[config.mk]
export PLATFORM = sky130hd
export DESIGN_NAME = led_chain_node
export DESIGN_NICKNAME = d
export VERILOG_FILES = /design/src/rtl/led_pkg.sv /design/src/rtl/led_bit_decoder.sv /design/src/rtl/led_chain_node.sv
export SDC_FILE = /design/constraint.sdc
export NUM_CORES = 1
export LEC_CHECK = 0
export CAP_MARGIN = 20
export CORE_AREA = 3 3 96 121
export DETAILED_ROUTE_END_ITERATION = 16
export DIE_AREA = 0 0 99 124
export GPL_TIMING_DRIVEN = 0
export HOLD_SLACK_MARGIN = 0.08
export PLACE_DENSITY = 0.69
export SLEW_MARGIN = 5
export SYNTH_ARGS = -nofsm -noshare
export SYNTH_HDL_FRONTEND = slang
export SYNTH_SLANG_ARGS = --single-unit
[constraint.sdc]
create_clock -name i_clk -period 4.7 [get_ports i_clk]
set_clock_uncertainty 0.2 [all_clocks]
set_input_delay 0.94 -clock i_clk [delete_from_list [all_inputs] [get_ports i_clk]]
set_output_delay 0.94 -clock i_clk [all_outputs]
set_load 0.02 [all_outputs]
[src/rtl/led_pkg.sv]
// Shared types and constants for the LED chain node.
//   state_e      : frame FSM states
//   *_DEF        : default pulse timings in clocks at 100 MHz
//   pix_slice()  : LSB position of pixel p in a packed frame
package led_pkg;

    typedef enum logic [1:0] {
        WAIT_GAP = 2'd0,
        CAPTURE  = 2'd1,
        FORWARD  = 2'd2
    } state_e;

    localparam int unsigned T_ONE_DEF      = 60;
    localparam int unsigned T_HIGH_MAX_DEF = 120;
    localparam int unsigned T_RESET_DEF    = 5000;

    function automatic int unsigned pix_slice(input int unsigned p, input int unsigned bpp);
        return p * bpp;
    endfunction

endpackage

[src/rtl/led_bit_decoder.sv]
// Pulse-width decoder for the single-wire LED stream.
//   clk_i, rst_ni : clock, async active-low reset
//   serial_i      : raw asynchronous line
//   s_in_o        : synchronised line level
//   bit_valid_o   : one-cycle strobe, a well-formed pulse ended
//   bit_val_o     : decoded value, qualified by bit_valid_o
//   gap_valid_o   : one-cycle strobe, low time reached T_RESET
//   pulse_err_o   : one-cycle strobe, a pulse exceeded T_HIGH_MAX
module led_bit_decoder
    import led_pkg::*;
#(
    parameter int unsigned CWIDTH        = 13,
    parameter int unsigned DEBOUNCEWIDTH = 2,
    parameter int unsigned T_ONE         = T_ONE_DEF,
    parameter int unsigned T_HIGH_MAX    = T_HIGH_MAX_DEF,
    parameter int unsigned T_RESET       = T_RESET_DEF
) (
    input  logic clk_i,
    input  logic rst_ni,
    input  logic serial_i,
    output logic s_in_o,
    output logic bit_valid_o,
    output logic bit_val_o,
    output logic gap_valid_o,
    output logic pulse_err_o
);

    localparam logic [CWIDTH-1:0] CNT_MAX = '1;

    logic [DEBOUNCEWIDTH-1:0] sync_q, sync_d;
    logic                     s_prev_q;
    logic [CWIDTH-1:0]        hi_cnt_q, hi_cnt_d;
    logic [CWIDTH-1:0]        lo_cnt_q, lo_cnt_d;
    logic                     armed_q, armed_d;
    logic                     bit_valid_q, bit_valid_d;
    logic                     bit_val_q, bit_val_d;
    logic                     gap_valid_q, gap_valid_d;
    logic                     pulse_err_q, pulse_err_d;
    logic                     s_in, rise, fall, gap_hit;

    assign s_in = sync_q[DEBOUNCEWIDTH-1];

    // Counters, edge detect and event generation
    always_comb begin
        sync_d   = {sync_q[DEBOUNCEWIDTH-2:0], serial_i};
        rise     = s_in & ~s_prev_q;
        fall     = ~s_in & s_prev_q;
        hi_cnt_d = hi_cnt_q;
        lo_cnt_d = lo_cnt_q;
        armed_d  = armed_q;

        if (rise) begin
            hi_cnt_d = CWIDTH'(1);
        end else if (s_in && hi_cnt_q != CNT_MAX) begin
            hi_cnt_d = hi_cnt_q + CWIDTH'(1);
        end

        if (fall) begin
            lo_cnt_d = CWIDTH'(1);
        end else if (!s_in && lo_cnt_q != CNT_MAX) begin
            lo_cnt_d = lo_cnt_q + CWIDTH'(1);
        end

        // Armed flag keeps a saturated low counter from re-firing the gap
        gap_hit = armed_q & ~s_in & (lo_cnt_d == CWIDTH'(T_RESET));
        if (rise) begin
            armed_d = 1'b1;
        end else if (gap_hit) begin
            armed_d = 1'b0;
        end

        // hi_cnt_q still holds the finished pulse width on the falling-edge cycle
        bit_valid_d = fall & (hi_cnt_q <= CWIDTH'(T_HIGH_MAX));
        bit_val_d   = (hi_cnt_q >= CWIDTH'(T_ONE));
        pulse_err_d = fall & (hi_cnt_q > CWIDTH'(T_HIGH_MAX));
        gap_valid_d = gap_hit;
    end

    always_ff @(posedge clk_i or negedge rst_ni) begin
        if (!rst_ni) begin
            sync_q      <= '0;
            s_prev_q    <= 1'b0;
            hi_cnt_q    <= '0;
            lo_cnt_q    <= '0;
            armed_q     <= 1'b1;
            bit_valid_q <= 1'b0;
            bit_val_q   <= 1'b0;
            gap_valid_q <= 1'b0;
            pulse_err_q <= 1'b0;
        end else begin
            sync_q      <= sync_d;
            s_prev_q    <= s_in;
            hi_cnt_q    <= hi_cnt_d;
            lo_cnt_q    <= lo_cnt_d;
            armed_q     <= armed_d;
            bit_valid_q <= bit_valid_d;
            bit_val_q   <= bit_val_d;
            gap_valid_q <= gap_valid_d;
            pulse_err_q <= pulse_err_d;
        end
    end

    assign s_in_o      = s_in;
    assign bit_valid_o = bit_valid_q;
    assign bit_val_o   = bit_val_q;
    assign gap_valid_o = gap_valid_q;
    assign pulse_err_o = pulse_err_q;

endmodule

[src/rtl/led_chain_node.sv]
// Daisy-chainable LED node: captures NUM_PIX pixels of BPP bits from the
// pulse-width stream, forwards the rest, and latches the frame on a gap.
//   i_clk, i_rst_n : clock, async active-low reset
//   i_serial       : stream in from the previous node or board pin
//   o_serial       : forwarded stream to the next node
//   o_led_data     : latched frame, pixel p at [p*BPP +: BPP]
//   o_latch        : one-cycle strobe on o_led_data update
//   o_err          : sticky error, cleared by the next good latch
module led_chain_node
    import led_pkg::*;
#(
    parameter int unsigned NUM_PIX       = 1,
    parameter int unsigned BPP           = 24,
    parameter int unsigned CWIDTH        = 13,
    parameter int unsigned DEBOUNCEWIDTH = 2,
    parameter int unsigned T_ONE         = T_ONE_DEF,
    parameter int unsigned T_HIGH_MAX    = T_HIGH_MAX_DEF,
    parameter int unsigned T_RESET       = T_RESET_DEF
) (
    input  logic                     i_clk,
    input  logic                     i_rst_n,
    input  logic                     i_serial,
    output logic                     o_serial,
    output logic [NUM_PIX*BPP-1:0]   o_led_data,
    output logic                     o_latch,
    output logic                     o_err
);

    localparam int unsigned NBITS = NUM_PIX * BPP;
    localparam int unsigned IDXW  = $clog2(NBITS + 1);

    logic s_in, bit_valid, bit_val, gap_valid, pulse_err;

    state_e             state_q, state_d;
    logic [IDXW-1:0]    bit_idx_q, bit_idx_d;
    logic [NBITS-1:0]   cap_q, cap_d;
    logic [NBITS-1:0]   led_q, led_d;
    logic [NBITS-1:0]   frame_ordered;
    logic               serial_q, serial_d;
    logic               latch_q, latch_d;
    logic               err_q, err_d;
    logic               bad_q, bad_d;

    led_bit_decoder #(
        .CWIDTH        (CWIDTH),
        .DEBOUNCEWIDTH (DEBOUNCEWIDTH),
        .T_ONE         (T_ONE),
        .T_HIGH_MAX    (T_HIGH_MAX),
        .T_RESET       (T_RESET)
    ) u_dec (
        .clk_i       (i_clk),
        .rst_ni      (i_rst_n),
        .serial_i    (i_serial),
        .s_in_o      (s_in),
        .bit_valid_o (bit_valid),
        .bit_val_o   (bit_val),
        .gap_valid_o (gap_valid),
        .pulse_err_o (pulse_err)
    );

    // Capture shifts in at the LSB, so the first pixel ends up in the top
    // slice; reverse pixel order so pixel 0 lands at the bottom of the frame.
    always_comb begin
        frame_ordered = '0;
        for (int unsigned p = 0; p < NUM_PIX; p++) begin
            frame_ordered[pix_slice(p, BPP) +: BPP] = cap_q[pix_slice(NUM_PIX - 1 - p, BPP) +: BPP];
        end
    end

    // Frame FSM
    always_comb begin
        state_d   = state_q;
        bit_idx_d = bit_idx_q;
        cap_d     = cap_q;
        led_d     = led_q;
        latch_d   = 1'b0;
        err_d     = err_q;
        bad_d     = bad_q;
        serial_d  = (state_q == FORWARD) ? s_in : 1'b0;

        if (pulse_err) begin
            err_d = 1'b1;
            bad_d = 1'b1;
        end

        case (state_q)
            WAIT_GAP: begin
                if (gap_valid) begin
                    state_d   = CAPTURE;
                    bit_idx_d = '0;
                    bad_d     = 1'b0;
                end
            end
            CAPTURE: begin
                if (bit_valid) begin
                    cap_d     = {cap_q[NBITS-2:0], bit_val};
                    bit_idx_d = bit_idx_q + IDXW'(1);
                    if (bit_idx_q == IDXW'(NBITS - 1)) begin
                        state_d = FORWARD;
                    end
                end else if (gap_valid) begin
                    // A gap mid-frame means the frame was short
                    if (bit_idx_q != '0) begin
                        err_d = 1'b1;
                    end
                    bit_idx_d = '0;
                    bad_d     = 1'b0;
                end
            end
            FORWARD: begin
                if (gap_valid) begin
                    if (!bad_q) begin
                        led_d   = frame_ordered;
                        latch_d = 1'b1;
                        err_d   = 1'b0;
                    end
                    bit_idx_d = '0;
                    bad_d     = 1'b0;
                    state_d   = CAPTURE;
                end
            end
            default: state_d = WAIT_GAP;
        endcase
    end

    always_ff @(posedge i_clk or negedge i_rst_n) begin
        if (!i_rst_n) begin
            state_q   <= WAIT_GAP;
            bit_idx_q <= '0;
            cap_q     <= '0;
            led_q     <= '0;
            serial_q  <= 1'b0;
            latch_q   <= 1'b0;
            err_q     <= 1'b0;
            bad_q     <= 1'b0;
        end else begin
            state_q   <= state_d;
            bit_idx_q <= bit_idx_d;
            cap_q     <= cap_d;
            led_q     <= led_d;
            serial_q  <= serial_d;
            latch_q   <= latch_d;
            err_q     <= err_d;
            bad_q     <= bad_d;
        end
    end

    assign o_serial   = serial_q;
    assign o_led_data = led_q;
    assign o_latch    = latch_q;
    assign o_err      = err_q;

endmodule
Word level (Yosys, flattened, before mapping) --
Index checks and enable logic that the tools add are counted.
Storage, ports and cells: flip-flop bits (word level) 93, input bits 3, output and inout bits 27, word-level logic and storage cells 81
Cells by class: add/subtract/negate cells 3, $lt $le $gt $ge 3, eq/ne operators 9, muxes and demuxes 28, bitwise operators 9, reduce and logical (&&, ||, !) cells 12
Operators by type and width (number):
- $mux 13 | 4
- $add 13x1->13 const B | 2
- $ne 13x13->1 const B | 2
- $mux 1 | 15
- $eq 13x13->1 const B | 1
- $ge 13x6->1 const B | 1
- $gt 13x7->1 const B | 1
- $le 13x7->1 const B | 1
- $mux 5 | 2
- $pmux 5 s2 | 1
- $and 1x1->1 | 6
- $mux 2 | 3
- $reduce_and 3->1 | 2
- $reduce_bool 2->1 | 3
- $add 5x1->5 const B | 1
- $eq 5x5->1 const B | 1
- $reduce_bool 5->1 | 1
- $ne 2x1->1 const B | 2
- $pmux 1 s2 | 2
- $pmux 2 s2 | 1
- $not 1->1 | 3
- $eq 2x1->1 const B | 1
- $eq 2x2->1 const B | 1
- $logic_and 1x1->1 | 2
- 5 further kinds | 5

Longest topological paths before layout --
Gate-level depths: netlist of run 1.
depth after elaboration 8, gate-level depth with buffers 8, mapped depth without buffers 7

Hierarchy --
From an unflattened synthesis of run 1, not the netlist that was laid out.
Second synthesis, totals: cell total of the unflattened synthesis 339, area, all modules 4152.7 µm²
Modules (own cells, without submodules):
- led_chain_node | instances 1, cells each 168, area an instance 2439.8 µm²
- led_bit_decoder | instances 1, cells each 171, area an instance 1712.9 µm²

Least setup slack after synthesis of run 1 --
No wires, ideal clock.
path kind reg-to-reg, from register u_dec.lo_cnt_q[0], to register u_dec.gap_valid_q (netlist: u_dec.gap_valid_o), arrival 1.822 ns, slack 2.583 ns, cell stages (with the launch flop) 9, buffers on the path 1, clock period less this slack 2.117 ns, cells stage by stage dfrtp_1 ha_1 and4_1 buf_6 and4_2 nor3b_1 a21oi_1 nand4bb_1 nor4b_2
Between the ends: word-level cells in the longest chain between the ends 6, elaborated cells between the ends (all ways) 7, those cells by class add/sub: 1; eq/ne: 2; mux: 2; bitwise: 1; reduce/logical: 1
RTL lines:
- start, declared | RTL line led_bit_decoder.sv:33 | logic [CWIDTH-1:0] lo_cnt_q, lo_cnt_d;
- start signal, assigned | RTL line led_bit_decoder.sv:94 | lo_cnt_q <= lo_cnt_d;
- parallel branches: the longest is 2 deep, another holds $add 13x1->13
- $mux 13 (*) | RTL line led_bit_decoder.sv:60 | end else if (!s_in && lo_cnt_q != CNT_MAX) begin
- $mux 13 (*) | RTL line led_bit_decoder.sv:58 | if (fall) begin
- $eq 13x13->1 (*) | RTL line led_bit_decoder.sv:65 | gap_hit = armed_q & ~s_in & (lo_cnt_d == CWIDTH'(T_RESET));
- $and 1x1->1 (*) | RTL line led_bit_decoder.sv:65
- named net u_dec.gap_hit | RTL line led_bit_decoder.sv:39 | logic s_in, rise, fall, gap_hit;
- end signal, assigned | RTL line led_bit_decoder.sv:98 | gap_valid_q <= gap_valid_d;
- end, declared | RTL line led_bit_decoder.sv:37 | logic gap_valid_q, gap_valid_d;
Mark *: on every way through the listed nets, which the timed path passes. A chain may end at the register's enable or synchronous reset.

Worst setup path in the final report of run 1 --
from register led_q[23] (netlist: o_led_data[23]), to output port o_led_data[23]
RTL lines:
- start, declared | RTL line led_chain_node.sv:37 | logic [NBITS-1:0] led_q, led_d;
- start signal, assigned | RTL line led_chain_node.sv:140 | led_q <= led_d;
- end, declared | RTL line led_chain_node.sv:24 | output logic [NUM_PIX*BPP-1:0] o_led_data,
No word-level cell between the ends.

==> qor.yml, run 1 <==
status: "finished clean"
timing.rr.end: "u_dec.gap_valid_o"
r2r-start: "u_dec.lo_cnt_q[0]"
wl_per_cell_microns: 13.17
hp-start: "u_dec.sync_q[0]"
tritoncts: "done"
nNetsFinal: 461
coreArea_sq_um: 10560
synthTopCellsByCount: "94 x nand2_1, 92 x dfrtp_1, 34 x nor2_1"
hold_viol: 0
cts.path.max_buffers: 2
cts_buffers: 9
cts-hold-fix-buffers: 0
htree_levels: 3
rsz0062_at_grt: "false"
num_rows: 42
slew_violations: 0
p_leak_nw: 2.350
ys_ff_latch: 93
setup_viol: 0
hpwl_microns: 5528
drt-pass1-iter-count: 4
fillCellCount: 977
layout_worst_path_cycle_share: 0.5262
clk_pin_slew_worst_paths_ns: 0.07
drc: 0
vias_per_cell: 5.108
path_max_fanout: 2
die_y_microns: 124
final_core_util: 0.4745
r2r_slack_ns: 2.24
synth_area_leaders: "dfrtp_1 55%, nand2_1 8.4%, mux2_2 6.7%, nor2_1 3.0%, ha_1 2.7%"
diodes: 0
io-pin-count: 30
critPathKind: "register to output pin"
ys_seq_area_frac: 0.5514
grt_overflow: 0
slew_headroom: 0.6590
syn-num-nets: 420
synth_area_sq_um: 4223
areaGrowthSynthToFinish_pct: 18.70
first_iter_violations: 111
clk_latency_ns: 0.34
worstSetupStartpointType: "register"
grt_max_degree: 71
yosysMostFrequentCell: "nand2_1"
syn_avg_cell_area_sq_um: 10.35
gp_congestion: 0.8569
antenna_found_initial: 0
crit_chain: "clkdlybuf4s50_1"
ys_types: 53
max_cap_violations: 0
cp.arrival_ns: 1.33
dp_cells: 570
routed_wl_microns: 7720
cp_top_family: "buffers and inverters"
slowest_delay_ns: 0.62
critical_path_depth: 1
cts_setup_buffers: 0
r2r_cells: 8
required_ns: 3.56
crit_buf_inv: 1
synth_ff_type: "dfrtp_1"
end_kind: "output pin"
whs_path_depth: 0
ctsResizeCount: 0
ys.warnings.count: 0
grt_use_total: 0.1368
cts.sinks: 93
synth_top_area_cell: "dfrtp_1"
power.density_nw_per_um2: 336.4
port_buffers: 29
synthArstFlopShare: 1.000
synth_edf_count: 0
syn_inst: 408
tightestPinTransition_ns: 0.5116
start_util: 0.3998
instances_no_fill: 586
max-vdd-ir-drop_mv: 0.1540
vias: 2993
drive_gt1_frac: 0.1300
grt_pass1_wl_microns: 13460
hp-class: "register to register"
netlist.area_leader.share: 0.5452
period_minus_slack_ns: 2.473
clockRootBuffer: "clkbuf_16"
crit_slowest_cell: "clkdlybuf4s50_1"
die_area_sq_um: 12280
fp.dieW_microns: 99
postRouteAntennaNets: 0
min_to: "u_dec.sync_q[1]"
max_freq_ghz: 0.4043
grt_pass1_vias: 2970
-- per-layer routing --
metal  wire, microns  vias to the layer above  GRT usage
met3             278                       12    0.02465
met1            3456                     1458     0.1616
met4              92                        0    0.07430
met2            3892                       45     0.2361
met5               0                        -          0
li1                -                     1478          -
-- layout by cell type, fill, tap and decap left out, types with 2 or more instances in the layout --
cell | synthesis | final
nand2_1 | 94 | 94
dfrtp_1 | 92 | 92
nor2_1 | 34 | 34
clkdlybuf4s50_1 | 0 | 28
mux2_2 | 25 | 25
nor3_1 | 14 | 14
a21oi_1 | 13 | 13
nand3_1 | 11 | 11
clkbuf_1 | 11 | 11
nand4_1 | 11 | 11
xnor2_1 | 11 | 11
inv_1 | 10 | 10
o21ai_0 | 10 | 10
ha_1 | 9 | 9
clkbuf_16 | 0 | 9
xor2_1 | 8 | 8
and3_1 | 4 | 4
nand3b_1 | 3 | 3
nor4b_1 | 3 | 3
nand2b_1 | 3 | 3
nor3b_1 | 3 | 3
clkinvlp_4 | 0 | 3
buf_2 | 2 | 2
buf_6 | 2 | 2
buf_4 | 1 | 2
o41ai_1 | 2 | 2
a31oi_1 | 2 | 2
a22o_1 | 2 | 2
inv_6 | 0 | 2
-- per-stage QoR --
stage / hold WS (ns) / cell area [sq um] / total power, mW / setup WS [ns] / TNS, ns
floorplan: 0.1312 / 4223 / 0.9174 / 2.583 / 0
global placement: 0.1333 / 4678 / 0.9526 / -0.8896 / -81.39
detailed placement: 0.1364 / 4703 / 0.9590 / 2.270 / 0
CTS: 0.1549 / 5012 / 1.705 / 2.206 / 0
global route: 0.1716 / 5012 / 1.755 / 2.091 / 0
finish: 0.1506 / 5012 / 1.686 / 2.227 / 0
-- worst max path at each step --
stage	from	endpoint	slack, ns
final	o_led_data[23]	o_led_data[23]	2.23
after global routing	u_dec.lo_cnt_q[0]	u_dec.gap_valid_o	2.09
after CTS	o_led_data[23]	o_led_data[23]	2.21
after detailed placement	u_dec.lo_cnt_q[0]	u_dec.gap_valid_o	2.27
after global placement	i_rst_n	u_dec.hi_cnt_q[5]	-0.89
after floorplan	u_dec.lo_cnt_q[0]	u_dec.gap_valid_o	2.58
-- cell type report --
| type | count | area, sq um | share of cell area |
|---|---|---|---|
| Sequential cell | 93 | 2328 | 0.4646 |
| Clock inverter | 6 | 70.07 | 0.01398 |
| Tap cell | 132 | 165.2 | 0.03295 |
| Buffer | 16 | 81.33 | 0.01623 |
| Multi-Input combinational cell | 288 | 1772 | 0.3535 |
| Clock buffer | 10 | 239.0 | 0.04768 |
| Timing Repair Buffer | 30 | 315.3 | 0.06291 |
| Inverter | 11 | 41.29 | 0.008238 |
-- power breakdown --
group | switching (mW) | total, mW | internal, mW | leakage (nW)
clock | 0.313 | 0.743 | 0.430 | 0.142
sequential | 0.0297 | 0.849 | 0.820 | 1.28
combinational | 0.0583 | 0.0937 | 0.0354 | 0.931
-- kinds of logic after synthesis --
family | count (synthesis) | share of synthesized area
buffers and inverters | 27 | 0.02904
AND/OR/NAND/NOR | 194 | 0.2172
adder cells (fa/ha/maj) | 9 | 0.02667
AO/OA/AOI/OAI | 40 | 0.06727
flip-flops | 93 | 0.5514
XOR/XNOR | 19 | 0.03941
multiplexers | 26 | 0.06904
-- sequential cells by signal, indices dropped and copies added (netlist names), 2 cells and up --
name and flops:
bit_idx_q 5, cap_q 24, o_led_data 24, state_q 2, u_dec.hi_cnt_q 13, u_dec.lo_cnt_q 13, u_dec.sync_q 2
Power figures use the tool's default switching activity.
==> inputs of run 2 (changes only) <==
--- a/config.mk
+++ b/config.mk
@@ -11,7 +11,7 @@
 export DIE_AREA = 0 0 99 124
 export GPL_TIMING_DRIVEN = 0
 export HOLD_SLACK_MARGIN = 0.08
-export PLACE_DENSITY = 0.69
+export PLACE_DENSITY = 0.71
 export SLEW_MARGIN = 5
 export SYNTH_ARGS = -nofsm -noshare
 export SYNTH_HDL_FRONTEND = slang
==> constraint.sdc (replaced) <==
create_clock -name i_clk -period 2 [get_ports i_clk]
set_clock_uncertainty 0.2 [all_clocks]
set_input_delay 0.4 -clock i_clk [delete_from_list [all_inputs] [get_ports i_clk]]
set_output_delay 0.4 -clock i_clk [all_outputs]
set_load 0.02 [all_outputs]
==> qor.yml, run 2 (same netlist as run 1, synthesis figures left out) <==
max_freq_ghz: 0.4768
rsz0062_at_grt: "true"  # was false
mostFrequentLayoutCells: "91 x nand2_1, 88 x dfrtp_1, 33 x nor2_1, 28 x clkdlybuf4s50_1, 25 x mux2_2"  # was 94 x nand2_1, 92 x dfrtp_1, 34 x nor2_1, 28 x clkdlybuf4s50_1, 25 x mux2_2
critPathKind: "register to register"  # was register to output pin
areaGrowthSynthToFinish_pct: 24.27  # was 18.70%
r2r_slack_ns: -0.1  # was 2.24 ns
fin_area_sq_um: 5248  # was 5012 sq um
drive_gt1_frac: 0.2141  # was 0.1300
placed_cell_area_sq_um: 4711  # was 4703 sq um
tightestPinTransition_ns: 0.6239  # was 0.5116 ns
p_sw_frac: 0.2566  # was 0.2377
postRouteAntennaNets: 0  # unchanged
required_ns: 2.03  # was 3.56 ns
cts.sinks: 93  # unchanged
vias: 3079  # was 2993
hpwl_microns: 5605  # was 5528 microns
fp.dieW_microns: 99  # unchanged
intPower_mw: 2.961  # was 1.285 mW
final_common_cell: "nand2_1"  # unchanged
die_area_sq_um: 12280  # unchanged
worstSetupStartpointType: "register"  # unchanged
combPwrFrac: 0.085  # was 0.056
final_core_util: 0.4968  # was 0.4745
max-vdd-ir-drop_mv: 0.5214  # was 0.1540 mV
hold_viol: 0  # unchanged
hp-class: "register to register"  # unchanged
crit_path_end: "u_dec.gap_valid_o"  # was o_led_data[23]
power.share.sequential: 0.504  # about the same
grt_use_total: 0.1393  # was 0.1368
grt_overflow: 0  # unchanged
grt_pass1_vias: 3062  # was 2970
antenna_found_initial: 0  # unchanged
power.density_nw_per_um2: 759.0  # was 336.4 nW/um^2
r2r-start: "u_dec.lo_cnt_q[0]"  # unchanged
port_buffers: 29  # unchanged
fin_ws_ns: -0.09716  # was 2.227 ns
die_y_microns: 124  # unchanged
clk_latency_ns: 0.34  # about the same
clkPwrFrac: 0.412  # was 0.441
slew_violations: 0  # unchanged
routed_wl_microns: 8312  # was 7720 microns
crit_slowest_cell: "dfrtp_2"  # was clkdlybuf4s50_1
startpoint: "u_dec.lo_cnt_q[0]"  # was o_led_data[23]
grt_max_degree: 48  # was 71
timing.rr.end: "u_dec.gap_valid_o"  # unchanged
vias_per_cell: 5.140  # was 5.108
gp_congestion: 0.8339  # was 0.8569
drc: 0  # unchanged
slew_headroom: 0.5840  # was 0.6590
clk_pin_slew_worst_paths_ns: 0.07  # about the same
r2r_cells: 8  # unchanged
cp.arrival_ns: 2.13  # was 1.33 ns
cts.path.max_buffers: 2  # unchanged
p_sw_mw: 1.022  # was 0.4008 mW
drt-pass1-iter-count: 4  # unchanged
setup_viol: 2  # was 0
grt_pass1_wl_microns: 13990  # was 13460 microns
clockRootBuffer: "clkbuf_16"  # unchanged
finalPower_mw: 3.983  # was 1.686 mW
coreArea_sq_um: 10560  # unchanged
nNetsFinal: 474  # was 461
period_minus_slack_ns: 2.097
num_rows: 42  # unchanged
layout_worst_path_cycle_share: 1.049
status: "finished with violations"  # was finished clean
cts_buffers: 9  # unchanged
first_iter_violations: 109  # was 111
diodes: 0  # unchanged
violations: "setup timing"
wl_per_cell_microns: 13.88  # was 13.17 microns
crit_chain: "ha_4 -> and4_1 -> buf_6 -> a41oi_4 -> nand2_2 -> xor2_4 -> nand4bb_1 -> nor4b_2"  # was clkdlybuf4s50_1
tritoncts: "done"  # unchanged
start_util: 0.3998  # unchanged
path_max_fanout: 7  # was 2
max_cap_violations: 0  # unchanged
p_leak_nw: 2.446  # was 2.350 nW
io-pin-count: 30  # unchanged
slowest_delay_ns: 0.44  # was 0.62 ns
end_kind: "register"  # was output pin
htree_levels: 3  # unchanged
[run 2: cell types whose count changed in the layout (fill, tap and decap cells not counted), moves of 4 or more]
cell and change:
clkbuf_1 -8, buf_4 +13, clkbuf_2 +4, dfrtp_2 +4, dfrtp_1 -4
[run 2: cell type report]
| cell class | count | area (sq um) |
|---|---|---|
| plain buffers | 15 | 93.84 |
| fillers | 965 | 5315 |
| repair buffers | 44 | 426.7 |
| well taps | 132 | 165.2 |
| multi-input cells | 288 | 1896 |
| clock buffers | 9 | 225.2 |
| clock inverters | 7 | 66.31 |
| flip-flops and latches | 93 | 2333 |
| inverters | 11 | 41.29 |
[run 2: power by group through the flow]
stage	Clock [mW]	Combinational [mW]	Sequential, mW
detailed placement	0	0.224	2.03
CTS	1.68	0.299	1.99
global placement	0	0.213	2.03
floorplan	0	0.143	2.02
finish	1.64	0.337	2.01
global route	1.77	0.382	2.01
[run 2: worst min-delay path by stage]
| stage | start | endpoint | slack, ns | cells after the start |
|---|---|---|---|---|
| floorplan | i_rst_n | bad_q | -0.1 | 0 |
| global placement | u_dec.sync_q[0] | u_dec.sync_q[1] | 0.14 | 0 |
| detailed placement | u_dec.sync_q[0] | u_dec.sync_q[1] | 0.14 | 0 |
| CTS | u_dec.sync_q[0] | u_dec.sync_q[1] | 0.16 | 0 |
| global route | u_dec.sync_q[0] | u_dec.sync_q[1] | 0.16 | 0 |
| finish | u_dec.sync_q[0] | u_dec.sync_q[1] | 0.15 | 0 |
[run 2: layer usage]
layer | part of all wire | wire length (microns) | GRT usage
met5 | 0 | 0 | 0
met4 | 0.024 | 203 | 0.06063
met3 | 0.032 | 263 | 0.02297
met2 | 0.53 | 4374 | 0.2462
met1 | 0.42 | 3470 | 0.1674
[run 2: repair_timing]
| action | in CTS | in global routing |
|---|---|---|
| gates cloned | 0 | 0 |
| endpoints found under the hold margin | 45 | 0 |
| pin swaps | 8 | 8 |
| resized for setup | 16 | 29 |
| setup buffers | 5 | 8 |
| hold buffers | 1 | 0 |
| setup endpoints to repair | 52 | 64 |
[run 2: worst max-delay path, delay by kind of cell, from the launching register on]
family,cells,cell delay (ns)
simple gates,4,0.68
flops,1,0.44
compound gates,1,0.19
xor+xnor,1,0.18
fa+ha+maj,1,0.17
buf+inv,1,0.14
[run 2: per-stage QoR]
| stage | hold slack (ns) | TNS [ns] | std cells | setup slack (ns) |
|---|---|---|---|---|
| after global routing | 0.1606 | -0.5173 | 599 | -0.2550 |
| after global placement | 0.1374 | -279.88 | 569 | -2.992 |
| final | 0.1547 | -0.1638 | 599 | -0.09716 |
| after CTS | 0.1576 | -0.1673 | 591 | -0.1180 |
| after detailed placement | 0.1418 | -4.465 | 570 | -0.3470 |
| after floorplan | -0.09559 | -0.09432 | 408 | -0.04902 |
==> edit 1 (settings of run 2) <==
The output `o_latch` loses its register stage (`latch_q` becomes a continuous assignment).
--- a/src/rtl/led_chain_node.sv
+++ b/src/rtl/led_chain_node.sv
@@ -130,7 +130,6 @@
             cap_q     <= '0;
             led_q     <= '0;
             serial_q  <= 1'b0;
-            latch_q   <= 1'b0;
             err_q     <= 1'b0;
             bad_q     <= 1'b0;
         end else begin
@@ -139,11 +138,12 @@
             cap_q     <= cap_d;
             led_q     <= led_d;
             serial_q  <= serial_d;
-            latch_q   <= latch_d;
             err_q     <= err_d;
             bad_q     <= bad_d;
         end
     end
+
+    assign latch_q = latch_d;
 
     assign o_serial   = serial_q;
     assign o_led_data = led_q;
Function: same outputs for any inputs over 10 cycles, from zero or initial values and one cycle with i_rst_n low; that may be too few to reach the edited logic, so the function may still have changed.
==> edit 1 against run 2 <==
The flow still finishes with violations (negative setup slack); worst setup slack better by 0.0082 ns; total power is 0.11% lower; routed wire length fell by 2.5%; highest routed layer unchanged; sequential cell count is 1 lower; critical path type unchanged; design area up 0.79%; critical path depth unchanged; area after synthesis decreased by 0.59%.
==> edit 1: results <==
[run_status]
status = finished with violations
violations = negative setup slack

[synthesis]
synth_fp_nets = 419
synth_xor_area_frac = 0.0396
synth.distinct_cells = 53
yosys-mux-area-fraction = 0.0694
yosys_warnings = 0
synth_edf_count = 0
synthTopCellsByCount = nand2_1 (94), dfrtp_1 (91), nor2_1 (34)
synth_flop_cell = dfrtp_1
ys_seq_area_frac = 0.549
netlist_top_cells_area = dfrtp_1 (54%), nand2_1 (8.4%), mux2_2 (6.7%)
synth_compound_gate_area_share = 0.0677
synth-adder-area-share = 0.0268
synth-async-reset-ratio = 1.00

[placement]
pre_cts_slack_ns = -0.899
place_congestion = 0.810
dp_hpwl_um = 5350
port_buffers = 29
dpl-instance-area_mm2 = 0.00468

[critical_path]
critPathArrivalTime_ns = 2.15
cpMaxStageDelayCell = dfrtp_2
cp_max_fo = 6
critPathTopFamily = simple AND/OR/NAND/NOR gates
critPathMaxStageDelay_ns = 0.43
r2r_cells = 8

[finish]
diodes = 0
final_nets = 479
layout-drive-gt1-share = 0.237

[clocking]
clkLatencyLatePin_ns = 0.34
cts_buffer_depth = 2
path_clk_slew_ns = 0.07
htreeDepth = 3
cts-root-buf = clkbuf_16
cts_buffers = 9

[global_routing]
grt_pass1_wl_um = 14200
grt_max_degree = 54
grt.total_usage = 0.142
antenna_found_initial = 0

[drt]
drtPass1Iterations = 4
wl_per_cell_um = 13.4
drtIter0Drc = 116
vias_per_cell = 5.11

[hold_path]
min_path_type = reg2reg
min_delay_path_depth = 0

[sta]
relSlewSlack = 0.561
setup_viol = 3
layout_setup_ws_ns = -0.0890

[pwr]
netSwitchingFraction = 0.259
p_leak_nw = 2.48
ir_worst_vdd_v = 0.000571
==> edit 1: changes by cell type in the layout (fill, tap and decap cells not counted), moves of 2 or more <==
cell and delta:
inv_8 -2, dfrtp_2 +3, dfrtp_1 -4, inv_6 +4, buf_4 +7
==> edit 1: logic make-up after synthesis <==
logic type	Yosys count
compound gates	40
xor+xnor	19
fa+ha+maj	9
buf+inv	27
flops	92
mux	26
simple gates	194
==> edit 1: worst paths after layout <==
check                                            start                         end  slack [ns]
min in group asynchronous                      i_rst_n  o_led_data[18]$_DFFE_PN0P_        0.42
min reg2reg                  u_dec.sync_q[0]$_DFF_PN0_   u_dec.sync_q[1]$_DFF_PN0_        0.16
max in group asynchronous                      i_rst_n   u_dec.armed_q$_DFFE_PN1P_        0.49
max                        u_dec.lo_cnt_q[0]$_DFF_PN0_   u_dec.armed_q$_DFFE_PN1P_       -0.09
min                          u_dec.sync_q[0]$_DFF_PN0_   u_dec.sync_q[1]$_DFF_PN0_        0.16
max reg2reg                u_dec.lo_cnt_q[0]$_DFF_PN0_   u_dec.armed_q$_DFFE_PN1P_       -0.09
==> edit 1: area by class of cell <==
cell class | instances | area [µm²]
Buffer | 14 | 98.8
Clock buffer | 9 | 225
Clock inverter | 7 | 62.6
Fill cell | 927 | 5270
Inverter | 11 | 41.3
Multi-Input combinational cell | 288 | 1910
Sequential cell | 92 | 2310
Tap cell | 132 | 165
Timing Repair Buffer | 51 | 469
==> edit 1: power by group through the flow <==
stage,registers [mW],clock network [mW],logic [mW]
final,1.99,1.64,0.350
after CTS,1.97,1.66,0.328
after global routing,1.99,1.74,0.401
after floorplan,2.00,0,0.143
after global placement,2.01,0,0.212
after detailed placement,2.01,0,0.224
==> edit 1: what timing repair did <==
item	4_1_cts	5_1_grt
hold buffers	1	0
gates resized for setup	28	27
pin swaps	6	6
hold endpoints to repair	52	0
buffers inserted	14	6
setup endpoints to repair	52	34
==> edit 1: routing by layer <==
metal  share of wire  track usage
met1            0.44        0.170
met2            0.51        0.248
met3           0.034       0.0269
met4           0.015       0.0598
met5               0            0
==> edit 1: through the flow <==
| stage | utilization | TNS, ns | cells | hold WS, ns |
|---|---|---|---|---|
| finish | 0.501 | -0.241 | 604 | 0.155 |
| detailed placement | 0.443 | -5.72 | 569 | 0.146 |
| global placement | 0.441 | -275.52 | 568 | 0.136 |
| global route | 0.501 | -0.466 | 604 | 0.179 |
| floorplan | - | -0.0943 | 407 | -0.0956 |
| CTS | 0.489 | -0.207 | 599 | 0.162 |
==> edit 2 (config.mk and constraints of run 2) <==
Made on the original files. `DEBOUNCEWIDTH` is set to 2 in 2 places; all go to 4.
--- a/src/rtl/led_bit_decoder.sv
+++ b/src/rtl/led_bit_decoder.sv
@@ -10,7 +10,7 @@
     import led_pkg::*;
 #(
     parameter int unsigned CWIDTH        = 13,
-    parameter int unsigned DEBOUNCEWIDTH = 2,
+    parameter int unsigned DEBOUNCEWIDTH = 4,
     parameter int unsigned T_ONE         = T_ONE_DEF,
     parameter int unsigned T_HIGH_MAX    = T_HIGH_MAX_DEF,
     parameter int unsigned T_RESET       = T_RESET_DEF
--- a/src/rtl/led_chain_node.sv
+++ b/src/rtl/led_chain_node.sv
@@ -12,7 +12,7 @@
     parameter int unsigned NUM_PIX       = 1,
     parameter int unsigned BPP           = 24,
     parameter int unsigned CWIDTH        = 13,
-    parameter int unsigned DEBOUNCEWIDTH = 2,
+    parameter int unsigned DEBOUNCEWIDTH = 4,
     parameter int unsigned T_ONE         = T_ONE_DEF,
     parameter int unsigned T_HIGH_MAX    = T_HIGH_MAX_DEF,
     parameter int unsigned T_RESET       = T_RESET_DEF
Behaviour: same outputs for any inputs over 10 cycles, from zero or initial values and one cycle with i_rst_n low; that may be too few to reach the edited logic, so the function may still have changed.
==> edit 2 against run 2 <==
Die area did not move; design area increased by 4.1%; the flow still finishes with violations (negative setup slack); worst setup slack lost 0.034 ns; routed wire length is 4.0% higher; sequential cell count increased by 2; area after synthesis increased by 2.8%; total power up 1.2%; cell count increased by 3.5%; first-iteration DRC count up 70%; critical path depth shrank 2.
==> edit 2: results <==
[hold_path]
hp-start = u_dec.sync_q[2]$_DFF_PN0_
hold-path-endpoint = u_dec.sync_q[3]$_DFF_PN0_

[global_routing]
grt_max_degree = 67
grt_pass1_wl_um = 14700
grt.total_usage = 0.147
antenna_found_initial = 0

[synthesis]
ys_seq_area_frac = 0.548
synth.distinct_cells = 51
synth_fp_nets = 435
synth-async-reset-ratio = 1.00
synth-adder-area-share = 0.0259
synth_xor_area_frac = 0.0323
synthTopCellsByCount = nand2_1 (95), dfrtp_1 (94), nor2_1 (29)
synth_compound_gate_area_share = 0.0798
yosys-mux-area-fraction = 0.0671
netlist_top_cells_area = dfrtp_1 (54%), nand2_1 (8.2%), mux2_2 (6.5%)

[critical_path]
critPathArrivalTime_ns = 2.21
r2r-end = u_dec.gap_valid_o$_DFF_PN0_
critPathMaxStageDelay_ns = 0.42
r2r_start = u_dec.lo_cnt_q[1]$_DFF_PN0_
r2r_cells = 6

[finish]
layout-drive-gt1-share = 0.223
final_nets = 495
n_fill_cell = 937

[drt]
drtIter0Drc = 185
wl_per_cell_um = 13.9
num_vias = 3241

[placement]
place_congestion = 0.861
dp_hpwl_um = 5730
pre_cts_slack_ns = -0.282
dpl-instance-area_mm2 = 0.00484

[clocking]
clkLatencyLatePin_ns = 0.34

[pwr]
ir_worst_vdd_v = 0.000419
p_leak_nw = 2.58

[sta]
setup_viol = 2
layout_setup_ws_ns = -0.131
tightest_slew_ns = 0.458

[run_status]
status = finished with violations
violations = negative setup slack
==> edit 2: changes by cell type after synthesis, sizes merged, moves of 4 or more <==
cell and change:
nor3 -7, o21ai +6, nor2 -5, a31oi +4, nor2b +4, nor3b -4
==> edit 2: repair_timing <==
| action | in CTS | in global routing |
|---|---|---|
| gates resized for setup | 16 | 36 |
| setup endpoints to repair | 33 | 59 |
| endpoints found under the hold margin | 29 | 0 |
| pin swaps | 9 | 15 |
| hold buffers | 1 | 0 |
| setup buffers | 8 | 10 |
==> edit 2: through the flow <==
step,util,cells,hold WS [ns],TNS (ns)
after global routing,0.517,620,0.162,-0.420
after global placement,0.456,584,0.135,-295.22
final,0.517,620,0.156,-0.141
after detailed placement,0.459,585,0.138,-3.92
after CTS,0.499,610,0.159,-0.134
after floorplan,-,423,-0.0956,0
==> edit 2: per-layer routing <==
layer	routed length (µm)	vias up	global-route usage
li1	-	1584	-
met1	3770	1583	0.186
met2	4400	60	0.243
met3	321	14	0.0325
met4	155	0	0.0615
met5	0	-	0
==> edit 2: power breakdown <==
part	internal, mW	total (mW)	switching [mW]
Clock	0.866	1.63	0.768
Combinational	0.170	0.373	0.203
Sequential	1.97	2.02	0.0510
Total	3.01	4.03	1.02
==> edit 2: kinds of logic after synthesis <==
group / Yosys count
adder cells (fa/ha/maj): 9
flip-flops: 95
XOR/XNOR: 16
AND/OR/NAND/NOR: 196
buffers and inverters: 30
AO/OA/AOI/OAI: 51
multiplexers: 26
==> edit 2: cell type report <==
class | instances | share of cell area
plain buffers | 19 | 0.0227
clock buffers | 9 | 0.0412
clock inverters | 7 | 0.0115
inverters | 11 | 0.00756
multi-input cells | 298 | 0.363
flip-flops and latches | 95 | 0.436
well taps | 132 | 0.0302
repair buffers | 49 | 0.0880
